<file path="config.mk">
export PLATFORM = sky130hd
export DESIGN_NAME = cordic_iter_ctrl_flat
export DESIGN_NICKNAME = d
export VERILOG_FILES = /design/src/rtl/cordic_iter_ctrl_if.sv /design/src/rtl/cordic_iter_ctrl.sv /design/src/flat_wrapper.sv
export SDC_FILE = /design/constraint.sdc
export NUM_CORES = 1
export LEC_CHECK = 0
export CORE_ASPECT_RATIO = 0.9
export CORE_MARGIN = 4
export CORE_UTILIZATION = 29
export DETAILED_ROUTE_END_ITERATION = 10
export GPL_ROUTABILITY_DRIVEN = 1
export HOLD_SLACK_MARGIN = 0.03
export PLACE_DENSITY = 0.62
export SLEW_MARGIN = 20
export SYNTH_ARGS = -nofsm -noshare
export SYNTH_HDL_FRONTEND = slang
export SYNTH_SLANG_ARGS = --single-unit
</file>
<file path="constraint.sdc">
create_clock -name clk -period 2.38 [get_ports clk]
set_input_delay 0.476 -clock clk [delete_from_list [all_inputs] [get_ports clk]]
set_output_delay 0.476 -clock clk [all_outputs]
set_load 0.005 [all_outputs]
</file>
<file path="src/rtl/cordic_iter_ctrl_if.sv">
// Bundles the request/result handshake and the CORDIC stage drive/feedback signals.
interface cordic_iter_ctrl_if;
    logic        start;
    logic [15:0] x0;
    logic [15:0] y0;
    logic [15:0] z0;
    logic        busy;
    logic        done;
    logic [15:0] x_res;
    logic [15:0] y_res;
    logic [15:0] z_res;
    logic [15:0] st_x_in;
    logic [15:0] st_y_in;
    logic [15:0] st_z_in;
    logic [3:0]  st_i;
    logic [15:0] st_atan;
    logic [15:0] st_x_out;
    logic [15:0] st_y_out;
    logic [15:0] st_z_out;

    // Sequencer side
    modport slave (
        input  start, x0, y0, z0, st_x_out, st_y_out, st_z_out,
        output busy, done, x_res, y_res, z_res,
        output st_x_in, st_y_in, st_z_in, st_i, st_atan
    );

    // Requester / stage-environment side
    modport master (
        output start, x0, y0, z0, st_x_out, st_y_out, st_z_out,
        input  busy, done, x_res, y_res, z_res,
        input  st_x_in, st_y_in, st_z_in, st_i, st_atan
    );
endinterface

</file>
<file path="src/rtl/cordic_iter_ctrl.sv">
// Iteration sequencer for a single registered CORDIC stage (rotation mode).
// Feeds operands, then stage feedback, for ITERATIONS cycles and captures the result.
module cordic_iter_ctrl #(
    parameter int ITERATIONS = 10
) (
    input  logic               clk,
    input  logic               rst_n,
    cordic_iter_ctrl_if.slave  bus
);
    typedef enum logic [1:0] {
        IDLE = 2'd0,
        RUN  = 2'd1,
        CAPT = 2'd2
    } state_e;

    localparam logic [3:0] LAST = 4'(ITERATIONS - 1);

    state_e      state_q, state_d;
    logic [3:0]  cnt_q, cnt_d;
    logic        first_q, first_d;
    logic [15:0] xr_q, xr_d, yr_q, yr_d, zr_q, zr_d;
    logic [15:0] x_res_q, x_res_d, y_res_q, y_res_d, z_res_q, z_res_d;
    logic        done_q, done_d;
    logic [15:0] atan_val;

    // Arctangent table: floor(atan(2^-i) * 1024) indexed by the iteration count
    always_comb begin
        atan_val = '0;
        case (cnt_q)
            4'd0:    atan_val = 16'd804;
            4'd1:    atan_val = 16'd474;
            4'd2:    atan_val = 16'd250;
            4'd3:    atan_val = 16'd127;
            4'd4:    atan_val = 16'd63;
            4'd5:    atan_val = 16'd31;
            4'd6:    atan_val = 16'd15;
            4'd7:    atan_val = 16'd7;
            4'd8:    atan_val = 16'd3;
            4'd9:    atan_val = 16'd1;
            default: atan_val = '0;
        endcase
    end

    // Next-state, counter, operand and result capture logic
    always_comb begin
        state_d = state_q;
        cnt_d   = cnt_q;
        first_d = first_q;
        xr_d    = xr_q;
        yr_d    = yr_q;
        zr_d    = zr_q;
        x_res_d = x_res_q;
        y_res_d = y_res_q;
        z_res_d = z_res_q;
        done_d  = 1'b0;
        case (state_q)
            IDLE: begin
                if (bus.start) begin
                    xr_d    = bus.x0;
                    yr_d    = bus.y0;
                    zr_d    = bus.z0;
                    cnt_d   = '0;
                    first_d = 1'b1;
                    state_d = RUN;
                end
            end
            RUN: begin
                first_d = 1'b0;
                if (cnt_q == LAST) begin
                    state_d = CAPT;
                end else begin
                    cnt_d = cnt_q + 4'd1;
                end
            end
            CAPT: begin
                x_res_d = bus.st_x_out;
                y_res_d = bus.st_y_out;
                z_res_d = bus.st_z_out;
                done_d  = 1'b1;
                state_d = IDLE;
            end
            default: state_d = IDLE;
        endcase
    end

    // Stage drive: initial operands on the first RUN cycle, stage feedback after; zero otherwise
    always_comb begin
        bus.st_x_in = '0;
        bus.st_y_in = '0;
        bus.st_z_in = '0;
        bus.st_i    = '0;
        bus.st_atan = '0;
        if (state_q == RUN) begin
            bus.st_x_in = first_q ? xr_q : bus.st_x_out;
            bus.st_y_in = first_q ? yr_q : bus.st_y_out;
            bus.st_z_in = first_q ? zr_q : bus.st_z_out;
            bus.st_i    = cnt_q;
            bus.st_atan = atan_val;
        end
    end

    // State and datapath registers with asynchronous active-low reset
    always_ff @(posedge clk or negedge rst_n) begin
        if (!rst_n) begin
            state_q <= IDLE;
            cnt_q   <= '0;
            first_q <= 1'b0;
            xr_q    <= '0;
            yr_q    <= '0;
            zr_q    <= '0;
            x_res_q <= '0;
            y_res_q <= '0;
            z_res_q <= '0;
            done_q  <= 1'b0;
        end else begin
            state_q <= state_d;
            cnt_q   <= cnt_d;
            first_q <= first_d;
            xr_q    <= xr_d;
            yr_q    <= yr_d;
            zr_q    <= zr_d;
            x_res_q <= x_res_d;
            y_res_q <= y_res_d;
            z_res_q <= z_res_d;
            done_q  <= done_d;
        end
    end

    assign bus.busy  = (state_q != IDLE);
    assign bus.done  = done_q;
    assign bus.x_res = x_res_q;
    assign bus.y_res = y_res_q;
    assign bus.z_res = z_res_q;
endmodule

</file>
<file path="src/flat_wrapper.sv">
// flat-port wrapper written by rule: the top's interface ports become plain ports
module cordic_iter_ctrl_flat 
#(
    parameter int ITERATIONS = 10
)
  (clk, rst_n, bus_start, bus_x0, bus_y0, bus_z0, bus_st_x_out, bus_st_y_out, bus_st_z_out, bus_busy, bus_done, bus_x_res, bus_y_res, bus_z_res, bus_st_x_in, bus_st_y_in, bus_st_z_in, bus_st_i, bus_st_atan);
  cordic_iter_ctrl_if bus_i ();
  input  logic clk;
  input  logic rst_n;
  input wire logic [$bits(bus_i.start)-1:0] bus_start;
  input wire logic [$bits(bus_i.x0)-1:0] bus_x0;
  input wire logic [$bits(bus_i.y0)-1:0] bus_y0;
  input wire logic [$bits(bus_i.z0)-1:0] bus_z0;
  input wire logic [$bits(bus_i.st_x_out)-1:0] bus_st_x_out;
  input wire logic [$bits(bus_i.st_y_out)-1:0] bus_st_y_out;
  input wire logic [$bits(bus_i.st_z_out)-1:0] bus_st_z_out;
  output wire logic [$bits(bus_i.busy)-1:0] bus_busy;
  output wire logic [$bits(bus_i.done)-1:0] bus_done;
  output wire logic [$bits(bus_i.x_res)-1:0] bus_x_res;
  output wire logic [$bits(bus_i.y_res)-1:0] bus_y_res;
  output wire logic [$bits(bus_i.z_res)-1:0] bus_z_res;
  output wire logic [$bits(bus_i.st_x_in)-1:0] bus_st_x_in;
  output wire logic [$bits(bus_i.st_y_in)-1:0] bus_st_y_in;
  output wire logic [$bits(bus_i.st_z_in)-1:0] bus_st_z_in;
  output wire logic [$bits(bus_i.st_i)-1:0] bus_st_i;
  output wire logic [$bits(bus_i.st_atan)-1:0] bus_st_atan;
  assign bus_i.start = bus_start;
  assign bus_i.x0 = bus_x0;
  assign bus_i.y0 = bus_y0;
  assign bus_i.z0 = bus_z0;
  assign bus_i.st_x_out = bus_st_x_out;
  assign bus_i.st_y_out = bus_st_y_out;
  assign bus_i.st_z_out = bus_st_z_out;
  assign bus_busy = bus_i.busy;
  assign bus_done = bus_i.done;
  assign bus_x_res = bus_i.x_res;
  assign bus_y_res = bus_i.y_res;
  assign bus_z_res = bus_i.z_res;
  assign bus_st_x_in = bus_i.st_x_in;
  assign bus_st_y_in = bus_i.st_y_in;
  assign bus_st_z_in = bus_i.st_z_in;
  assign bus_st_i = bus_i.st_i;
  assign bus_st_atan = bus_i.st_atan;
  cordic_iter_ctrl #(.ITERATIONS(ITERATIONS)) u_core (.clk(clk), .rst_n(rst_n), .bus(bus_i));
endmodule
</file>
==> impl_results.md, run 1 <==
- Largest net degree at the start of global routing: 56
- Global-route wire length before repair: 21,900 µm
- Most used flip-flop cell after synthesis: dfrtp_1
- Top-area cell type share of the netlist area: 52.5%
- 1st-iter DRT viols: 82
- Final number of max-transition violations: 0
- Sequential cell area fraction in the yosys report: 52.5%
- Vias: 3,695
- First-pass detailed-route iteration total: 4
- Post-layout worst setup margin: 69.8 ps
- Setup-violating endpoint count in the final report: 0
- Die ar.: 0.0193 mm²
- Final HPWL from detailed placement: 10,100 µm
- Max Cap Violations: 0
- Synth Area in Adders: 1.26%
- Std cell rows: 45
- Period Utilization, post-route: 97.1%
- Fraction of registers with async set or reset after synthesis: 100%
- Worst hold margin: 45.9 ps
- Share of post-route cells with drive strength above 1: 24.4%
- Worst Reg-to-Reg Cells: 3
- Root Driver: clkbuf_16
- TritonCTS Buffers: 9
- Number of fill cells: 1,517
- Minimum clock period: 2310 ps
- Aggregate routed wire length: 13,800 µm
- Effective utilization at floorplan: 29.5%
- GP Congestion: 0.817
- Transition time of the tightest slew-check pin: 824 ps
- Clock edge transition at the registers on the reported setup and hold paths: 70 ps
- Main area contributors after synthesis: dfrtp_1 52%, mux2_2 19%, mux2i_1 10%, nor2_1 4.3%, mux2_4 2.7%
- Final antenna-violating net count: 0
- Core utilization of the finished layout: 45.9%
- Count of pins on the block boundary: 217
- TritonCTS clock tree: done
- Most repeated cell in the gate-level netlist after synthesis: dfrtp_1
- Area share of and/or/nand/nor cells after synthesis: 7.01%
- Number of warning messages in the yosys log: 0
- Largest clock skew in the final design: 4.86 ps
- Y dimension of the die: 132 µm
- Count of mapped cells out of synthesis: 378
- Relative slew slack: 45.1%
- Residual DRC: 0
- Startpoint type of the worst setup path: register
- PortBufs: 210
- Post-synthesis compound-gate area fraction: 1.61%
- Total of flip-flops plus latches after synthesis: 104
- Avg Inst Size Synth: 13.1 µm²
- Type of the worst min-delay path: input port to asynchronous set/reset pin
- CP Capture Type: primary output
- Top cells by instance count after synthesis: 104 x dfrtp_1, 83 x mux2_2, 57 x nor2_1
- Arrival time of the worst setup path: 1830 ps
- R2R Path Start: u_core.state_q[0]$_DFFE_PN0P_
- Xor and xnor area share after synthesis: 0%
- Depth of the CTS H-tree: 3
- Net count reported at finish: 698
- Post-Place Setup Slack: -4.47 ps
- Via density per instance: 4.56
- Dominant combinational cell family by area after synthesis: multiplexers
- Largest fanout on the critical path: 15
- GRT overflow: 0
- Cell area after synthesis: 0.00496 mm²
- Post-DR wirelength/cell: 17.0 µm
- Run status: finished clean
- Std-Cell Core Area: 0.0168 mm²
- Distinct cell type count after synthesis: 35
- Fmax achieved: 433 MHz
- # clock sinks: 104
- Number of hold violations in the final report: 0
- Antenna violations before repair: 0
- Proportion of synthesized area in mux cells: 32.6%
- Worst Path Class, Setup: register to primary output
- Crit path required time: 1900 ps
- Dominant cell type by area after synthesis: dfrtp_1
- Total power density per cell area: 1270 mW/mm²
- All-layer global routing usage: 14.0%
- Number of global-route vias before repair: 4,104
- Setup slack, reg-to-reg: 590 ps
- Area added between synthesis and finish: 55.7%
- Deepest clock path buffer count: 2
- Post-synth EDFFs: 0
- Clk Latency, worst-skew pair: 340 ps
- Die outline width: 146 µm
- Capture instance of the worst register-to-register path: u_core.bus.x_res[1]$_DFFE_PN0P_
- Antenna Cells: 0
- Leakage power summed over all cells: 0.00325 µW
- Worst-case vdd ir drop: 0.534 mV
==> power by group <==
part	switching, µW	internal (µW)	leakage, µW
clock	655	796	0.000149
sequential	552	2660	0.00123
combinational	1840	3310	0.00187
total	3050	6770	0.00325
==> state kept, by name, summed over array words and instances, names as in the netlist, 2 cells and up <==
signal            flops
u_core.cnt_q          4
u_core.xr_q          16
u_core.bus.z_res     16
u_core.zr_q          16
u_core.bus.y_res     16
u_core.yr_q          16
u_core.bus.x_res     16
u_core.state_q        2
==> layer usage <==
metal | vias to the layer above | global-route usage, % | wire, µm
met4 | 0 | 4.22 | 208
met3 | 15 | 5.09 | 928
li1 | 1725 | - | -
met1 | 1835 | 15.9 | 5740
met2 | 120 | 24.8 | 6920
met5 | - | 0 | 0
==> kinds of logic (layout without fill, tap and decap cells) <==
family	after synthesis	count (layout)
adder cells (fa/ha/maj)	5	5
buffers and inverters	36	252
AO/OA/AOI/OAI	10	10
flip-flops	104	104
AND/OR/NAND/NOR	76	76
other	1	6
multiplexers	146	146
==> critical path, cell delays in order (launching register included) <==
cell	delay, ps
dfrtp_1	380
nand2b_4	180
buf_12	140
clkbuf_16	170
nor2_1	110
clkdlybuf4s50_1	510
==> through the flow <==
stage / setup TNS [ps] / area, µm² / cells / power (µW)
4_1_cts: -748 / 7620 / 807 / 9740
2_1_floorplan: 0 / 4980 / 383 / 5340
5_1_grt: -5.90 / 7730 / 810 / 10500
3_5_place_dp: -4.47 / 7270 / 787 / 8190
3_3_place_gp: 0 / 7270 / 787 / 8090
6_report: 0 / 7730 / 810 / 9810
==> placed cells by master, fill, tap and decap left out, drive strengths merged, types with 2 or more instances in the layout <==
cell	n
clkbuf	13
conb	6
ha	5
nand3	2
and2	3
mux2i	50
inv	5
clkinv	4
nand2b	3
dlymetal6s2s	2
nor4	2
dfrtp	104
dlygate4sd2	8
buf	21
mux2	96
nor2	57
clkdlybuf4s50	199
nor2b	3
==> final cells by class <==
type / count / area (µm²) / area share (%)
Clock inverter: 4 / 27.5 / 0.356
Multi-Input combinational cell: 243 / 2190 / 28.4
Tap cell: 211 / 264 / 3.42
Clock buffer: 12 / 267 / 3.45
Timing Repair Buffer: 231 / 2350 / 30.4
Sequential cell: 104 / 2610 / 33.7
Inverter: 5 / 18.8 / 0.243
==> what timing repair did <==
item | CTS | global route
hold buffers | 0 | 0
setup endpoints to repair | 17 | 34
buffers inserted | 4 | 2
pin swaps | 0 | 0
resized for setup | 18 | 11
gates cloned | 0 | 1
endpoints found under the hold margin | 0 | 0
==> worst max path at each step <==
stage	startpoint	to	slack (ps)
floorplan	u_core.cnt_q[1]$_DFFE_PN0P_	bus_st_atan[3]	650
global placement	u_core.cnt_q[0]$_DFFE_PN0P_	bus_st_atan[3]	30
detailed placement	u_core.cnt_q[0]$_DFFE_PN0P_	bus_st_atan[3]	-4
CTS	u_core.state_q[1]$_DFFE_PN0P_	bus_st_x_in[9]	-80
global route	u_core.state_q[1]$_DFFE_PN0P_	bus_st_i[2]	-6
finish	u_core.state_q[1]$_DFFE_PN0P_	bus_st_x_in[3]	70
Note: power is estimated with default switching activity, not from simulation.
==> inputs of run 2 (changes only) <==
Settings changed: ABC_AREA set to 1, SKIP_LAST_GASP set to 1, TNS_END_PERCENT set to 1.
==> run 2 against run 1 <==
  * The run now ends with negative setup slack left
  * Synthesized area up 1.6%
  * Flip-flop and latch count unchanged
  * Core utilization down 0.81 points
  * Sequential share of layout area up 0.38 points
  * Count of clock-buffer cells in the layout up 1
  * Non-clock buffer count down 3
  * First-iteration DRC count up 140%
  * Via count up 23%
  * Critical endpoint is now bus_st_atan[0]
==> impl_results.md, run 2 <==
- Aggregate routed wire length: 15,800 µm
- WP buf/inv: 3
- Std cell rows: 45
- CP Capture Type: primary output
- Most used flip-flop cell after synthesis: dfrtp_1
- Setup repair after global routing missed its margin: yes
- Post-layout worst setup margin: -53.7 ps
- Cell area after synthesis: 0.00504 mm²
- Number of warning messages in the yosys log: 0
- GP Congestion: 0.814
- Leakage power summed over all cells: 0.00368 µW
- Type of the worst min-delay path: input port to asynchronous set/reset pin
- Area after DPL: 0.00732 mm²
- Crit-path slowest cell: clkdlybuf4s50_1
- Worst Path Class, Setup: register to primary output
- Fraction of registers with async set or reset after synthesis: 100%
- Top-area cell type share of the netlist area: 51.6%
- Dominant cell type by area after synthesis: dfrtp_1
- Arrival time of the worst setup path: 1960 ps
- Clk Latency, worst-skew pair: 340 ps
- Core utilization of the finished layout: 45.1%
- Fmax achieved: 411 MHz
- Share of post-route cells with drive strength above 1: 7.96%
- Number of hold violations in the final report: 0
- Largest net degree at the start of global routing: 55
- Startpoint type of the worst setup path: register
- Post-Place Setup Slack: 139 ps
- R2R Path Start: u_core.state_q[1]$_DFFE_PN0P_
- Number of buffers inserted to repair setup after CTS: 0
- Delay-heaviest family, CP: buffers and inverters
- Run status: finished with violations
- Period Utilization, post-route: 102%
- Violated checks: negative setup slack
- 1st-iter DRT viols: 199
- Most common cell after layout, fill and taps aside: clkdlybuf4s50_1
- Max Cap Violations: 0
- TritonCTS Buffers: 9
- PortBufs: 210
- Root Driver: clkbuf_16
- Area added between synthesis and finish: 51.6%
- Minimum clock period: 2430 ps
- Std-Cell Core Area: 0.0169 mm²
- Post-DR wirelength/cell: 15.2 µm
- Deepest clock path buffer count: 2
- Residual DRC: 0
- Total power density per cell area: 1270 mW/mm²
- Transition time of the tightest slew-check pin: 622 ps
- Most repeated cell in the gate-level netlist after synthesis: nand2_1
- Via density per instance: 4.37
- Y dimension of the die: 133 µm
- TritonCTS clock tree: done
- Avg Inst Size Synth: 8.36 µm²
- Die ar.: 0.0196 mm²
- Total of flip-flops plus latches after synthesis: 104
- Cells traversed along the worst timing path: inv_2 -> nand2_1 -> nor2_2 -> inv_1 -> o21ai_1 -> clkdlybuf4s50_1
- Antenna violations before repair: 0
- Setup-violating endpoint count in the final report: 22
- Main area contributors after synthesis: dfrtp_1 52%, nand2_1 12%, nand3_1 5.5%, o21ai_1 4.7%, a21oi_1 4.6%
- Sequential cell area fraction in the yosys report: 51.6%
- Delay contributed by the slowest stage of the critical path: 520 ps
- Worst-case vdd ir drop: 0.712 mV
- Depth of the CTS H-tree: 3
- All-layer global routing usage: 16.1%
- Net count reported at finish: 903
- Design area: 0.00764 mm²
- Count of mapped cells out of synthesis: 603
- Final HPWL from detailed placement: 11,700 µm
- Post-synth EDFFs: 0
- Die outline width: 147 µm
- Effective utilization at floorplan: 29.7%
- Vias: 4,539
- Clock edge transition at the registers on the reported setup and hold paths: 70 ps
- Most frequent cells in the layout: 206 x clkdlybuf4s50_1, 159 x nand2_1, 101 x dfrtp_1, 58 x inv_1, 55 x nand3_1
- Antenna Cells: 0
- # clock sinks: 104
- Relative slew slack: 58.5%
- Global-route wire length before repair: 25,100 µm
- Count of pins on the block boundary: 217
- Number of global-route vias before repair: 4,635
- Final number of max-transition violations: 0
- GRT overflow: 0
- Top cells by instance count after synthesis: 159 x nand2_1, 104 x dfrtp_1, 59 x inv_1
- Critical path origin: u_core.state_q[1]$_DFFE_PN0P_
- Largest clock skew in the final design: 5.79 ps
- Final antenna-violating net count: 0
- Crit path required time: 1900 ps
- First-pass detailed-route iteration total: 4
- Largest fanout on the critical path: 6
- Distinct cell type count after synthesis: 27
-- run 2: cell count changes in the layout (fill, tap and decap cells not counted), moves of 5 or more --
| cell | before | now |
|---|---|---|
| dlygate4sd2_1 | 8 | 1 |
| nand2_1 | 1 | 159 |
| mux2_4 | 9 | 0 |
| o21ai_2 | 0 | 8 |
| mux2i_1 | 50 | 0 |
| o21ai_1 | 0 | 48 |
| o21ai_0 | 1 | 44 |
| nand3_1 | 2 | 55 |
| clkdlybuf4s50_1 | 199 | 206 |
| a21oi_2 | 0 | 5 |
| nor2_1 | 57 | 5 |
| inv_1 | 5 | 58 |
| mux2_2 | 83 | 0 |
| a21oi_1 | 1 | 46 |
-- run 2: layout make-up --
class | instances | area (µm²)
clock inverter | 3 | 22.5
tap | 235 | 294
sequential | 104 | 2610
multi-input combinational | 394 | 1890
inverter | 62 | 238
fill | 1699 | 9310
timing repair buffer | 228 | 2310
clock buffer | 13 | 280
-- run 2: per-layer routing --
| layer | vias up | routed length (µm) | GRT usage (%) |
|---|---|---|---|
| met5 | - | 0 | 0 |
| met3 | 19 | 718 | 3.49 |
| li1 | 2332 | - | - |
| met2 | 108 | 7450 | 26.0 |
| met1 | 2080 | 7300 | 21.7 |
| met4 | 0 | 289 | 4.97 |
-- run 2: path summary, 6_finish.rpt --
check / slack [ps] / depth (start not counted) / end
worst max-delay path: -50 / 6 / bus_st_atan[0]
worst min-delay path: 80 / 1 / u_core.bus.z_res[11]$_DFFE_PN0P_
worst max register to register: 770 / 5 / u_core.cnt_q[3]$_DFFE_PN0P_
worst min register to register: 470 / 2 / u_core.zr_q[3]$_DFFE_PN0P_
max in group asynchronous: 1670 / 2 / u_core.state_q[1]$_DFFE_PN0P_
min in group clk: 470 / 2 / u_core.zr_q[3]$_DFFE_PN0P_
-- run 2: repair_timing --
item,CTS,global route
gates cloned,0,0
resized for setup,9,1
setup endpoints to repair,58,57
hold endpoints to repair,0,0
hold buffers,0,0
-- run 2: logic make-up after synthesis --
family	after synthesis	synth area share, %
buf+inv	110	11.3
simple gates	232	19.8
other cells	1	0.0744
fa+ha+maj	5	1.24
flops	104	51.6
compound gates	151	16.0
-- run 2: where the power goes --
part	internal (µW)	switching, µW
clock	829	667
sequential	2620	486
combinational	2820	2300
total	6270	3450
-- run 2: per-stage QoR --
step                power, µW  TNS (ps)  hold slack [ps]  cells
floorplan                5360         0              180    608
finish                   9720      -344             80.2   1039
CTS                      9880     -1750             79.7   1039
global route            10500     -5450              112   1039
detailed placement       8300         0              454   1023
global placement         8260         0              448   1023
==> inputs of run 3 (changes only) <==
==> constraint.sdc (replaced) <==
create_clock -name clk -period 2.38 [get_ports clk]
set_input_delay 0.238 -clock clk [delete_from_list [all_inputs] [get_ports clk]]
set_output_delay 0.238 -clock clk [all_outputs]
set_load 0.005 [all_outputs]
==> run 3 against run 2 <==
  * The run now ends clean
  * Critical path depth unchanged
  * Sequential share of layout area is 0.39 points higher
  * Non-clock buffer count shrank 5
  * Clock skew increased by 2.2 ps
  * Core utilization is 0.51 points lower
  * Maximum frequency increased by 7.9%
  * Cell area decreased by 1.1%
  * Combinational power fell by 3%
  * Register-to-register slack improved by 150 ps
  * Highest routed layer unchanged
==> impl_results.md, run 3 (synthesized netlist as in run 2, its figures left out) <==
- Delay contributed by the slowest stage of the critical path: 540 ps
- Area added between synthesis and finish: 49.9%
- Std cell rows: 45
- Period Utilization, post-route: 94.8%
- Setup-violating endpoint count in the final report: 0
- Y dimension of the die: 133 µm
- Combinational share of power: 51.8%
- Cells traversed along the worst timing path: inv_2 -> nand2_1 -> nor2_2 -> inv_1 -> nor3_1 -> clkdlybuf4s50_1
- Most common cell after layout, fill and taps aside: clkdlybuf4s50_1
- Setup repair after global routing missed its margin: yes
- Net count reported at finish: 898
- Number of hold violations in the final report: 0
- Largest net degree at the start of global routing: 74
- Number of global-route vias before repair: 4,516
- Die ar.: 0.0196 mm²
- Total power density per cell area: 1270 mW/mm²
- Number of buffers inserted to repair setup after CTS: 0
- Internal Dissipation: 6190 µW
- GP Congestion: 0.794
- Flip-flop and latch area: 0.00261 mm²
- Final number of max-transition violations: 0
- Post-DR wirelength/cell: 15.4 µm
- Max Cap Violations: 0
- Residual DRC: 0
- Switching portion of total power: 35.4%
- Transition time of the tightest slew-check pin: 622 ps
- Fmax achieved: 443 MHz
- CP Capture Type: primary output
- Run status: finished clean
- Number of fill cells: 1,702
- Std-Cell Core Area: 0.0169 mm²
- Relative slew slack: 58.5%
- Clk Latency, worst-skew pair: 340 ps
- Arrival time of the worst setup path: 2020 ps
- Deepest clock path buffer count: 2
- Core utilization of the finished layout: 44.6%
- Largest clock skew in the final design: 7.99 ps
- Net Switching: 3400 µW
- Global-route wire length before repair: 25,200 µm
- Share of post-route cells with drive strength above 1: 6.51%
- Clock edge transition at the registers on the reported setup and hold paths: 70 ps
- Largest fanout on the critical path: 6
- Final HPWL from detailed placement: 11,700 µm
- TritonCTS clock tree: done
- Design Power: 9590 µW
- TritonCTS Buffers: 9
- Type of the worst min-delay path: input port to register
- All-layer global routing usage: 16.2%
- Via density per instance: 4.41
- Minimum clock period: 2260 ps
- Area used by multi-input combinational logic: 0.00189 mm²
- Antenna Cells: 0
- Root Driver: clkbuf_16
- Share of power burned in the clock network: 15.3%
- 1st-iter DRT viols: 220
- PortBufs: 210
- Aggregate routed wire length: 15,900 µm
- Vias: 4,557
- Startpoint type of the worst setup path: register
- Share of total power in sequential cells: 32.9%
- Worst Path Class, Setup: register to primary output
- Area after DPL: 0.00725 mm²
- Final antenna-violating net count: 0
- Crit-path slowest cell: clkdlybuf4s50_1
- Depth of the CTS H-tree: 3
- First-pass detailed-route iteration total: 4
- Die outline width: 147 µm
- GRT overflow: 0
- Most frequent cells in the layout: 208 x clkdlybuf4s50_1, 159 x nand2_1, 101 x dfrtp_1, 59 x inv_1, 55 x nand3_1
- Design area: 0.00755 mm²
- Worst-case vdd ir drop: 0.696 mV
- Crit path required time: 2140 ps
- Effective utilization at floorplan: 29.7%
- Count of pins on the block boundary: 217
- Antenna violations before repair: 0
- # clock sinks: 104
- Leakage power summed over all cells: 0.00361 µW
==> run 3: cell types whose count changed in the layout (fill, tap and decap cells not counted), moves of 2 or more <==
cell             before  now
clkdlybuf4s50_1     206  208
clkbuf_8              4    0
clkbuf_1              0    4
clkinv_4              2    0
buf_12                6    4
buf_4                13    8
==> run 3: worst paths after layout <==
| kind | depth (start not counted) | end | from | slack, ps |
|---|---|---|---|---|
| hold / removal | 3 | u_core.xr_q[10]$_DFFE_PN0P_ | bus_start | 320 |
| setup / recovery | 6 | bus_st_atan[8] | u_core.state_q[1]$_DFFE_PN0P_ | 120 |
| hold reg to reg | 2 | u_core.yr_q[14]$_DFFE_PN0P_ | u_core.yr_q[14]$_DFFE_PN0P_ | 460 |
| setup reg to reg | 4 | u_core.cnt_q[0]$_DFFE_PN0P_ | u_core.state_q[1]$_DFFE_PN0P_ | 920 |
| max in group asynchronous | 3 | u_core.yr_q[10]$_DFFE_PN0P_ | rst_n | 1170 |
| min in group asynchronous | 2 | u_core.bus.done$_DFF_PN0_ | rst_n | 440 |
==> run 3: routing by layer <==
metal  part of all wire [%]  vias up  track usage, %  wire, µm
met5                      0        -               0         0
met4                    1.8        0            5.38       291
met3                    4.8       20            2.91       762
met2                     48      121            26.1      7610
met1                     46     2093            22.1      7250
li1                       -     2323               -         -
==> run 3: power by group through the flow <==
stage	sequential [µW]	clock, µW	combinational (µW)
after floorplan	3090	0	2280
after global placement	3150	0	5000
after detailed placement	3180	0	5010
after CTS	3160	1530	5040
after global routing	3280	1590	5510
final	3150	1470	4970
==> run 3: critical path, delay by kind of cell, from the launching register on <==
| family | cells | cell delay, ps |
|---|---|---|
| buffers and inverters | 3 | 770 |
| flip-flops | 1 | 490 |
| AND/OR/NAND/NOR | 3 | 410 |
==> run 3: what timing repair did <==
item | CTS | global route
setup endpoints to repair | 1 | 48
pin swaps | 0 | 0
hold buffers | 1 | 0
gates resized for setup | 1 | 5
hold endpoints to repair | 40 | 0
==> run 3: stage by stage <==
stage / TNS (ps) / worst slack, ps / instances / hold slack (ps)
5_1_grt: -136 / -33.6 / 1034 / 321
2_1_floorplan: 0 / 971 / 608 / -57.6
4_1_cts: 0 / 4.32 / 1034 / 305
3_3_place_gp: 0 / 430 / 1017 / 278
6_report: 0 / 124 / 1034 / 317
3_5_place_dp: 0 / 391 / 1017 / 289
==> run 3: layout make-up <==
type	count	share of cell area [%]
clock buffers	13	3.18
multi-input cells	394	25.0
repair buffers	223	29.8
well taps	235	3.89
clock inverters	3	0.563
inverters	62	3.10
flip-flops and latches	104	34.5
